**config.mk**
```make
export PLATFORM = sky130hd
export DESIGN_NAME = spi_rom_quad_reader_flat
export DESIGN_NICKNAME = d
export VERILOG_FILES = /design/src/rtl/spi_rom_quad_reader_pkg.sv /design/src/rtl/spi_rom_quad_reader_if.sv /design/src/rtl/spi_rom_quad_reader_byte_fifo.sv /design/src/rtl/spi_rom_quad_reader.sv /design/src/flat_wrapper.sv
export SDC_FILE = /design/constraint.sdc
export NUM_CORES = 1
export LEC_CHECK = 0
export CORE_UTILIZATION = 49
export CTS_CLUSTER_DIAMETER = 200
export DETAILED_ROUTE_END_ITERATION = 16
export GPL_ROUTABILITY_DRIVEN = 0
export PLACE_DENSITY = 0.79
export SETUP_SLACK_MARGIN = 0.3
export SKIP_LAST_GASP = 1
export SYNTH_ARGS = -nofsm -noshare
export SYNTH_HDL_FRONTEND = slang
export SYNTH_SLANG_ARGS = --single-unit
```
**constraint.sdc**
```tcl
create_clock -name clk -period 3.1 [get_ports clk]
set_input_delay 0.62 -clock clk [delete_from_list [all_inputs] [get_ports clk]]
set_output_delay 0.62 -clock clk [all_outputs]
set_load 0.02 [all_outputs]
```
**src/rtl/spi_rom_quad_reader_pkg.sv**
```systemverilog
// Shared types and constants for the quad-output SPI ROM reader.
package spi_rom_pkg;

    typedef enum logic [2:0] {
        ST_IDLE,
        ST_CMD,
        ST_ADDR,
        ST_DUMMY,
        ST_STREAM
    } state_t;

    // Quad Output Fast Read opcode and its serial length on io0.
    localparam logic [7:0] CMD_QUAD_READ = 8'h6B;
    localparam int         CMD_BITS      = 8;
    localparam int         CMD_CLKS      = 2 * CMD_BITS;

endpackage

```
**src/rtl/spi_rom_quad_reader_if.sv**
```systemverilog
// Control, ROM pad and byte-stream signals of the quad SPI ROM reader.
interface spi_rom_quad_reader_if #(
    parameter int ADDR_W = 24
);
    logic              start;
    logic              stop;
    logic [ADDR_W-1:0] addr;
    logic [3:0]        spi_in;
    logic              spi_cs_n;
    logic              spi_sclk;
    logic              spi_out0;
    logic              spi_dir0;
    logic [7:0]        data;
    logic              data_valid;
    logic              data_ready;
    logic              busy;

    // Reader side.
    modport slave (
        input  start, stop, addr, spi_in, data_ready,
        output spi_cs_n, spi_sclk, spi_out0, spi_dir0, data, data_valid, busy
    );

    // Controller / ROM / consumer side.
    modport master (
        output start, stop, addr, spi_in, data_ready,
        input  spi_cs_n, spi_sclk, spi_out0, spi_dir0, data, data_valid, busy
    );
endinterface

```
**src/rtl/spi_rom_quad_reader_byte_fifo.sv**
```systemverilog
// Small synchronous byte FIFO; head is visible combinationally from storage.
module byte_fifo #(
    parameter int  DEPTH = 4,
    parameter int  W     = 8,
    localparam int AW    = $clog2(DEPTH),
    localparam int CW    = AW + 1
) (
    input  logic          clk,
    input  logic          rst_n,
    input  logic          push_i,
    input  logic [W-1:0]  din_i,
    input  logic          pop_i,
    input  logic          flush_i,
    output logic [W-1:0]  dout_o,
    output logic          full_o,
    output logic          empty_o,
    output logic [CW-1:0] count_o
);
    logic [DEPTH-1:0][W-1:0] mem_q;
    logic [AW-1:0]           wr_q, rd_q;
    logic [CW-1:0]           cnt_q, cnt_d;
    logic                    do_push, do_pop;

    assign empty_o = (cnt_q == '0);
    assign full_o  = (cnt_q == CW'(DEPTH));
    assign count_o = cnt_q;
    assign dout_o  = empty_o ? '0 : mem_q[rd_q];

    // A push into a full FIFO is only legal when the head leaves in the same cycle.
    assign do_pop  = pop_i && !empty_o;
    assign do_push = push_i && (!full_o || do_pop);

    // Occupancy after this cycle's push/pop.
    always_comb begin
        cnt_d = cnt_q + CW'(do_push) - CW'(do_pop);
    end

    // Storage, pointers and count; flush empties without touching storage.
    always_ff @(posedge clk or negedge rst_n) begin
        if (!rst_n) begin
            mem_q <= '0;
            wr_q  <= '0;
            rd_q  <= '0;
            cnt_q <= '0;
        end else if (flush_i) begin
            wr_q  <= '0;
            rd_q  <= '0;
            cnt_q <= '0;
        end else begin
            if (do_push) begin
                mem_q[wr_q] <= din_i;
                wr_q        <= wr_q + 1'b1;
            end
            if (do_pop) rd_q <= rd_q + 1'b1;
            cnt_q <= cnt_d;
        end
    end
endmodule

```
**src/rtl/spi_rom_quad_reader.sv**
```systemverilog
// Quad Output Fast Read streamer: sends 0x6B + address on io0, waits the
// dummy clocks, then reads nibbles on io[3:0] into a byte FIFO with
// SCLK stretching when the FIFO has no room for another byte.
module spi_rom_quad_reader
    import spi_rom_pkg::*;
#(
    parameter int ADDR_W     = 24,
    parameter int DUMMY_CLKS = 8,
    parameter int FIFO_DEPTH = 4
) (
    input  logic                  clk,
    input  logic                  rst_n,
    spi_rom_quad_reader_if.slave  bus
);
    localparam int SR_W  = CMD_BITS + ADDR_W;
    localparam int CNT_W = $clog2(SR_W + DUMMY_CLKS + 1);
    localparam int CW    = $clog2(FIFO_DEPTH) + 1;

    state_t           state_q;
    logic             phase_q;     // SCLK level: 0 = low half, 1 = high half
    logic             cs_n_q;
    logic             out0_q;
    logic             dir0_q;
    logic             nib_q;       // 0 = high nibble pending, 1 = low nibble pending
    logic [3:0]       hi_q;
    logic [SR_W-2:0]  sr_q;        // remaining MOSI bits; opcode MSB goes out at start
    logic [CNT_W-1:0] bit_q;       // SCLK periods completed in the current phase
    logic             bit_last;

    logic [CW-1:0]    fifo_cnt;
    logic             fifo_full, fifo_empty;
    logic             pop, push, room;
    logic [7:0]       fifo_dout;

    assign pop  = !fifo_empty && bus.data_ready;
    // Count is taken after this cycle's pop, so a pop immediately unblocks a byte.
    assign room = (fifo_cnt < CW'(FIFO_DEPTH)) || pop;
    // Byte completes at the edge ending its second high phase.
    assign push = (state_q == ST_STREAM) && phase_q && nib_q && !bus.stop && (!fifo_full || pop);

    // Last SCLK period of the fixed-length phases.
    always_comb begin
        bit_last = 1'b0;
        case (state_q)
            ST_CMD:   bit_last = (bit_q == CNT_W'(CMD_BITS - 1));
            ST_ADDR:  bit_last = (bit_q == CNT_W'(ADDR_W - 1));
            ST_DUMMY: bit_last = (bit_q == CNT_W'(DUMMY_CLKS - 1));
            default:  bit_last = 1'b0;
        endcase
    end

    // Sequencer: state, SCLK phase, MOSI shifter, nibble capture and pad controls.
    always_ff @(posedge clk or negedge rst_n) begin
        if (!rst_n) begin
            state_q <= ST_IDLE;
            phase_q <= 1'b0;
            cs_n_q  <= 1'b1;
            out0_q  <= 1'b0;
            dir0_q  <= 1'b0;
            nib_q   <= 1'b0;
            hi_q    <= '0;
            sr_q    <= '0;
            bit_q   <= '0;
        end else if (bus.stop) begin
            state_q <= ST_IDLE;
            phase_q <= 1'b0;
            cs_n_q  <= 1'b1;
            out0_q  <= 1'b0;
            dir0_q  <= 1'b0;
            nib_q   <= 1'b0;
            bit_q   <= '0;
        end else begin
            case (state_q)
                ST_IDLE: begin
                    if (bus.start) begin
                        state_q <= ST_CMD;
                        cs_n_q  <= 1'b0;
                        phase_q <= 1'b0;
                        out0_q  <= CMD_QUAD_READ[7];
                        sr_q    <= {CMD_QUAD_READ[6:0], bus.addr};
                        bit_q   <= '0;
                    end
                end
                ST_CMD, ST_ADDR: begin
                    phase_q <= !phase_q;
                    if (phase_q) begin
                        if (bit_last) begin
                            bit_q   <= '0;
                            state_q <= (state_q == ST_CMD) ? ST_ADDR : ST_DUMMY;
                        end else begin
                            bit_q <= bit_q + 1'b1;
                        end
                        // io0 turns around as soon as the address is done.
                        if (state_q == ST_ADDR && bit_last) begin
                            out0_q <= 1'b0;
                            dir0_q <= 1'b1;
                        end else begin
                            out0_q <= sr_q[SR_W-2];
                            sr_q   <= sr_q << 1;
                        end
                    end
                end
                ST_DUMMY: begin
                    phase_q <= !phase_q;
                    if (phase_q) begin
                        if (bit_last) begin
                            bit_q   <= '0;
                            nib_q   <= 1'b0;
                            state_q <= ST_STREAM;
                        end else begin
                            bit_q <= bit_q + 1'b1;
                        end
                    end
                end
                ST_STREAM: begin
                    if (phase_q) begin
                        phase_q <= 1'b0;
                        nib_q   <= !nib_q;
                        if (!nib_q) hi_q <= bus.spi_in;
                    end else if (nib_q || room) begin
                        // A new byte only rises SCLK when it has a FIFO slot.
                        phase_q <= 1'b1;
                    end
                end
                default: state_q <= ST_IDLE;
            endcase
        end
    end

    byte_fifo #(
        .DEPTH (FIFO_DEPTH),
        .W     (8)
    ) u_fifo (
        .clk     (clk),
        .rst_n   (rst_n),
        .push_i  (push),
        .din_i   ({hi_q, bus.spi_in}),
        .pop_i   (pop),
        .flush_i (bus.stop),
        .dout_o  (fifo_dout),
        .full_o  (fifo_full),
        .empty_o (fifo_empty),
        .count_o (fifo_cnt)
    );

    assign bus.spi_cs_n   = cs_n_q;
    assign bus.spi_sclk   = phase_q;
    assign bus.spi_out0   = out0_q;
    assign bus.spi_dir0   = dir0_q;
    assign bus.data       = fifo_dout;
    assign bus.data_valid = !fifo_empty;
    assign bus.busy       = (state_q != ST_IDLE);
endmodule

```
**src/flat_wrapper.sv**
```systemverilog
// flat-port wrapper written by rule: the top's interface ports become plain ports
module spi_rom_quad_reader_flat import spi_rom_pkg::*;
#(
    parameter int ADDR_W     = 24,
    parameter int DUMMY_CLKS = 8,
    parameter int FIFO_DEPTH = 4
)
  (clk, rst_n, bus_start, bus_stop, bus_addr, bus_spi_in, bus_data_ready, bus_spi_cs_n, bus_spi_sclk, bus_spi_out0, bus_spi_dir0, bus_data, bus_data_valid, bus_busy);
  spi_rom_quad_reader_if #(.ADDR_W(ADDR_W)) bus_i ();
  input  logic clk;
  input  logic rst_n;
  input wire logic [$bits(bus_i.start)-1:0] bus_start;
  input wire logic [$bits(bus_i.stop)-1:0] bus_stop;
  input wire logic [$bits(bus_i.addr)-1:0] bus_addr;
  input wire logic [$bits(bus_i.spi_in)-1:0] bus_spi_in;
  input wire logic [$bits(bus_i.data_ready)-1:0] bus_data_ready;
  output wire logic [$bits(bus_i.spi_cs_n)-1:0] bus_spi_cs_n;
  output wire logic [$bits(bus_i.spi_sclk)-1:0] bus_spi_sclk;
  output wire logic [$bits(bus_i.spi_out0)-1:0] bus_spi_out0;
  output wire logic [$bits(bus_i.spi_dir0)-1:0] bus_spi_dir0;
  output wire logic [$bits(bus_i.data)-1:0] bus_data;
  output wire logic [$bits(bus_i.data_valid)-1:0] bus_data_valid;
  output wire logic [$bits(bus_i.busy)-1:0] bus_busy;
  assign bus_i.start = bus_start;
  assign bus_i.stop = bus_stop;
  assign bus_i.addr = bus_addr;
  assign bus_i.spi_in = bus_spi_in;
  assign bus_i.data_ready = bus_data_ready;
  assign bus_spi_cs_n = bus_i.spi_cs_n;
  assign bus_spi_sclk = bus_i.spi_sclk;
  assign bus_spi_out0 = bus_i.spi_out0;
  assign bus_spi_dir0 = bus_i.spi_dir0;
  assign bus_data = bus_i.data;
  assign bus_data_valid = bus_i.data_valid;
  assign bus_busy = bus_i.busy;
  spi_rom_quad_reader #(.ADDR_W(ADDR_W), .DUMMY_CLKS(DUMMY_CLKS), .FIFO_DEPTH(FIFO_DEPTH)) u_core (.clk(clk), .rst_n(rst_n), .bus(bus_i));
endmodule
```
==> impl_metrics.ini <==
[logic_synthesis]
ys_ff_latch = 88
synth_cell_type_count = 53
ys_async_sr_fraction_pct = 100
ys_warn_count = 0
synth_area_um2 = 4360
synth_flop_cell = dfrtp_1
syn_nets = 371
syn_inst = 330
postSynthAreaPerCell_um2 = 13.2
yosysSeqAreaShare_pct = 50.5
synth_edf_count = 0

[floorplanning]
dieWidth_um = 96.3
die_y_um = 96.3
start_util_pct = 50.2
coreArea_um2 = 8680
io_pins = 47
dieArea_um2 = 9280
rows = 34

[final_layout]
layout-drive-gt1-share_pct = 34.6
stdcell_count = 490
fin_util_pct = 59.8
final_cell_mix = dfrtp_1 (87), mux2_2 (84), clkdlybuf4s50_1 (37)
areaGrowthSynthToFinish_pct = 19.1
final_common_cell = dfrtp_1
insertedDiodeCount = 0
ff_latch_area_um2 = 2200
multi_input_area_um2 = 2020
num-fill-cells = 722
fin_nets = 419

[detailed_routing]
route.detailed.drc = 0
wl_per_cell_um = 16.4
drt-initial-drc-count = 99
ant_nets = 0
via_count = 2716
drt_wl_total_um = 8010
dr.pass1.iters = 4
via_per_inst = 5.54

[sta]
drv_slew = 0
skew_ns = 0.0120
worstMarginPinSlew_ns = 0.879
hold_viol = 0
slew_headroom_pct = 41.0
rsz0062_at_grt = no
fmax_mhz = 382
tns_ns = 0
finalSetupViolCount = 0
fin_crit_sh_pct = 84.4
period_minus_slack_ns = 2.62

[placement]
place_inst = 475
dpl.hpwl_um = 5240
io_buffers = 46

[cts]
cts_tree = yes
cts_sinks = 88
post-cts-setup-buffer-count = 0
cts_buffers = 9
htreeDepth = 3
clockBufferDepth = 2
clock_latency_ns = 0.36
cts_root_buf = clkbuf_8
clk_pin_slew_ns = 0.09

[power]
power.internal_mw = 2.06
power_density_nw_per_um2 = 538
swShare_pct = 26.1
seqPwrFrac_pct = 48.9
ir_worst_vdd_mv = 0.258
switchingPower_mw = 0.729
p_comb_share_pct = 18.7
power.leakage_nw = 2.36
clockPowerShare_pct = 32.4

[critical_path]
crit_type = reg2out
crit_required_ns = 2.48
cp-start-kind = flop
arrival_ns = 2.00
crit_path_end_kind = output port
cp_max_fo = 11

[hold_path]
hold_path_class = in2async

[outcome]
status = completed

[grt]
grt_pass1_vias = 2825
grt_pass1_wl_um = 13600
track_usage_pct = 19.5
grt.overflow.total = 0
antenna_found_initial = 0
grt_max_degree = 89

[job]
maxCapViolCount = 0
## metrics by stage
stage / power [mW] / instance area (um^2) / hold WS, ns / setup slack, ns
floorplan: 1.72 / 4360 / 0.324 / 0.385
CTS: 2.83 / 5180 / 0.308 / 0.304
global route: 2.93 / 5190 / 0.331 / 0.403
global placement: 1.89 / 4960 / 0.462 / 0.264
detailed placement: 1.92 / 4960 / 0.470 / 0.175
finish: 2.79 / 5190 / 0.281 / 0.483
## cell type report
cell class / count / share of cell area (%)
Inverter: 13 / 0.940
Timing Repair Buffer: 55 / 10.6
Sequential cell: 88 / 42.5
Clock buffer: 11 / 2.92
Clock inverter: 4 / 1.47
Multi-Input combinational cell: 211 / 39.0
Tap cell: 108 / 2.60
## state kept, by name, summed over array words and instances (netlist names)
| name | flops |
|---|---|
| u_core.u_fifo.count_o | 3 |
| u_core.u_fifo.wr_q | 2 |
| u_core.nib_q | 1 |
| u_core.sr_q | 31 |
| u_core.hi_q | 4 |
| u_core.bus.spi_dir0 | 1 |
| u_core.bus.spi_out0 | 1 |
| u_core.u_fifo.mem_q | 32 |
| u_core.bit_q | 6 |
| u_core.bus.spi_cs_n | 1 |
| u_core.state_q | 3 |
| u_core.u_fifo.rd_q | 2 |
| u_core.bus.spi_sclk | 1 |
## per-layer routing
| metal | part of all wire, % | wire length (um) | track usage, % | up-vias |
|---|---|---|---|---|
| met2 | 50 | 4050 | 31.4 | 41 |
| met3 | 2.4 | 193 | 3.16 | 12 |
| met1 | 45 | 3610 | 26.0 | 1394 |
| met4 | 2.1 | 165 | 8.82 | 0 |
| met5 | 0 | 0 | 0 | - |
| li1 | - | - | - | 1269 |
## power groups by stage
stage | clock network [mW] | logic, mW | registers (mW)
detailed placement | 0 | 0.527 | 1.39
finish | 0.904 | 0.522 | 1.37
floorplan | 0 | 0.373 | 1.35
global route | 0.964 | 0.581 | 1.39
CTS | 0.924 | 0.534 | 1.37
global placement | 0 | 0.511 | 1.38
## critical path, cell delays in order (launching register included)
cell	delay [ns]
dfrtp_1	0.44
or3_1	0.58
clkdlybuf4s50_1	0.61
## worst paths after layout
path	to	slack [ns]	depth (start not counted)	from
max	bus_data_valid	0.48	2	u_core.u_fifo.count_o[1]
min	u_core.u_fifo.mem_q[1]	0.28	2	rst_n
max reg2reg	u_core.u_fifo.count_o[2]	0.59	9	u_core.u_fifo.count_o[1]
min reg2reg	u_core.bus.spi_cs_n	0.48	2	u_core.bus.spi_cs_n
max in group asynchronous	u_core.bus.spi_cs_n	2.43	2	rst_n
min in group clk	u_core.bus.spi_cs_n	0.48	2	u_core.bus.spi_cs_n
## synthesized netlist by cell type (2+ instances only)
library cell,count,area (um^2)
a2111oi_0,2,17.5
a21oi_1,6,30.0
a311oi_1,2,17.5
and2_1,10,62.6
and3_1,2,12.5
buf_1,2,7.51
buf_2,6,30.0
buf_4,3,22.5
clkbuf_1,5,18.8
dfrtp_1,87,2180
ha_1,7,87.6
inv_1,13,48.8
mux2_1,2,22.5
mux2_2,84,946
mux2_4,2,30.0
mux2i_1,3,30.0
mux4_2,8,180
nand2_1,16,60.1
nand2_4,4,45.0
nand2b_1,3,18.8
nand3_1,5,25.0
nor2_1,8,30.0
nor2b_1,5,31.3
nor3_1,3,15.0
nor4b_1,2,17.5
o21ai_0,5,25.0
or2_2,3,18.8
or3_1,2,12.5
xnor2_1,2,17.5
xor2_1,5,43.8
## cell families after synthesis
family | Yosys count | synth area share [%]
DFF | 88 | 50.5
xor gates and xnor gates | 7 | 1.41
AOI/OAI and AO/OA | 27 | 4.48
and+or+nand+nor | 70 | 10.1
muxes | 99 | 27.7
adders and majority gates | 8 | 2.47
buffers and inverters | 31 | 3.30
## repair_timing
item,4_1_cts,5_1_grt
hold buffers,0,0
endpoints found under the setup margin,8,2
gates cloned,0,0
gates resized for setup,7,2
No activity file was read; power rests on OpenSTA's default activity.
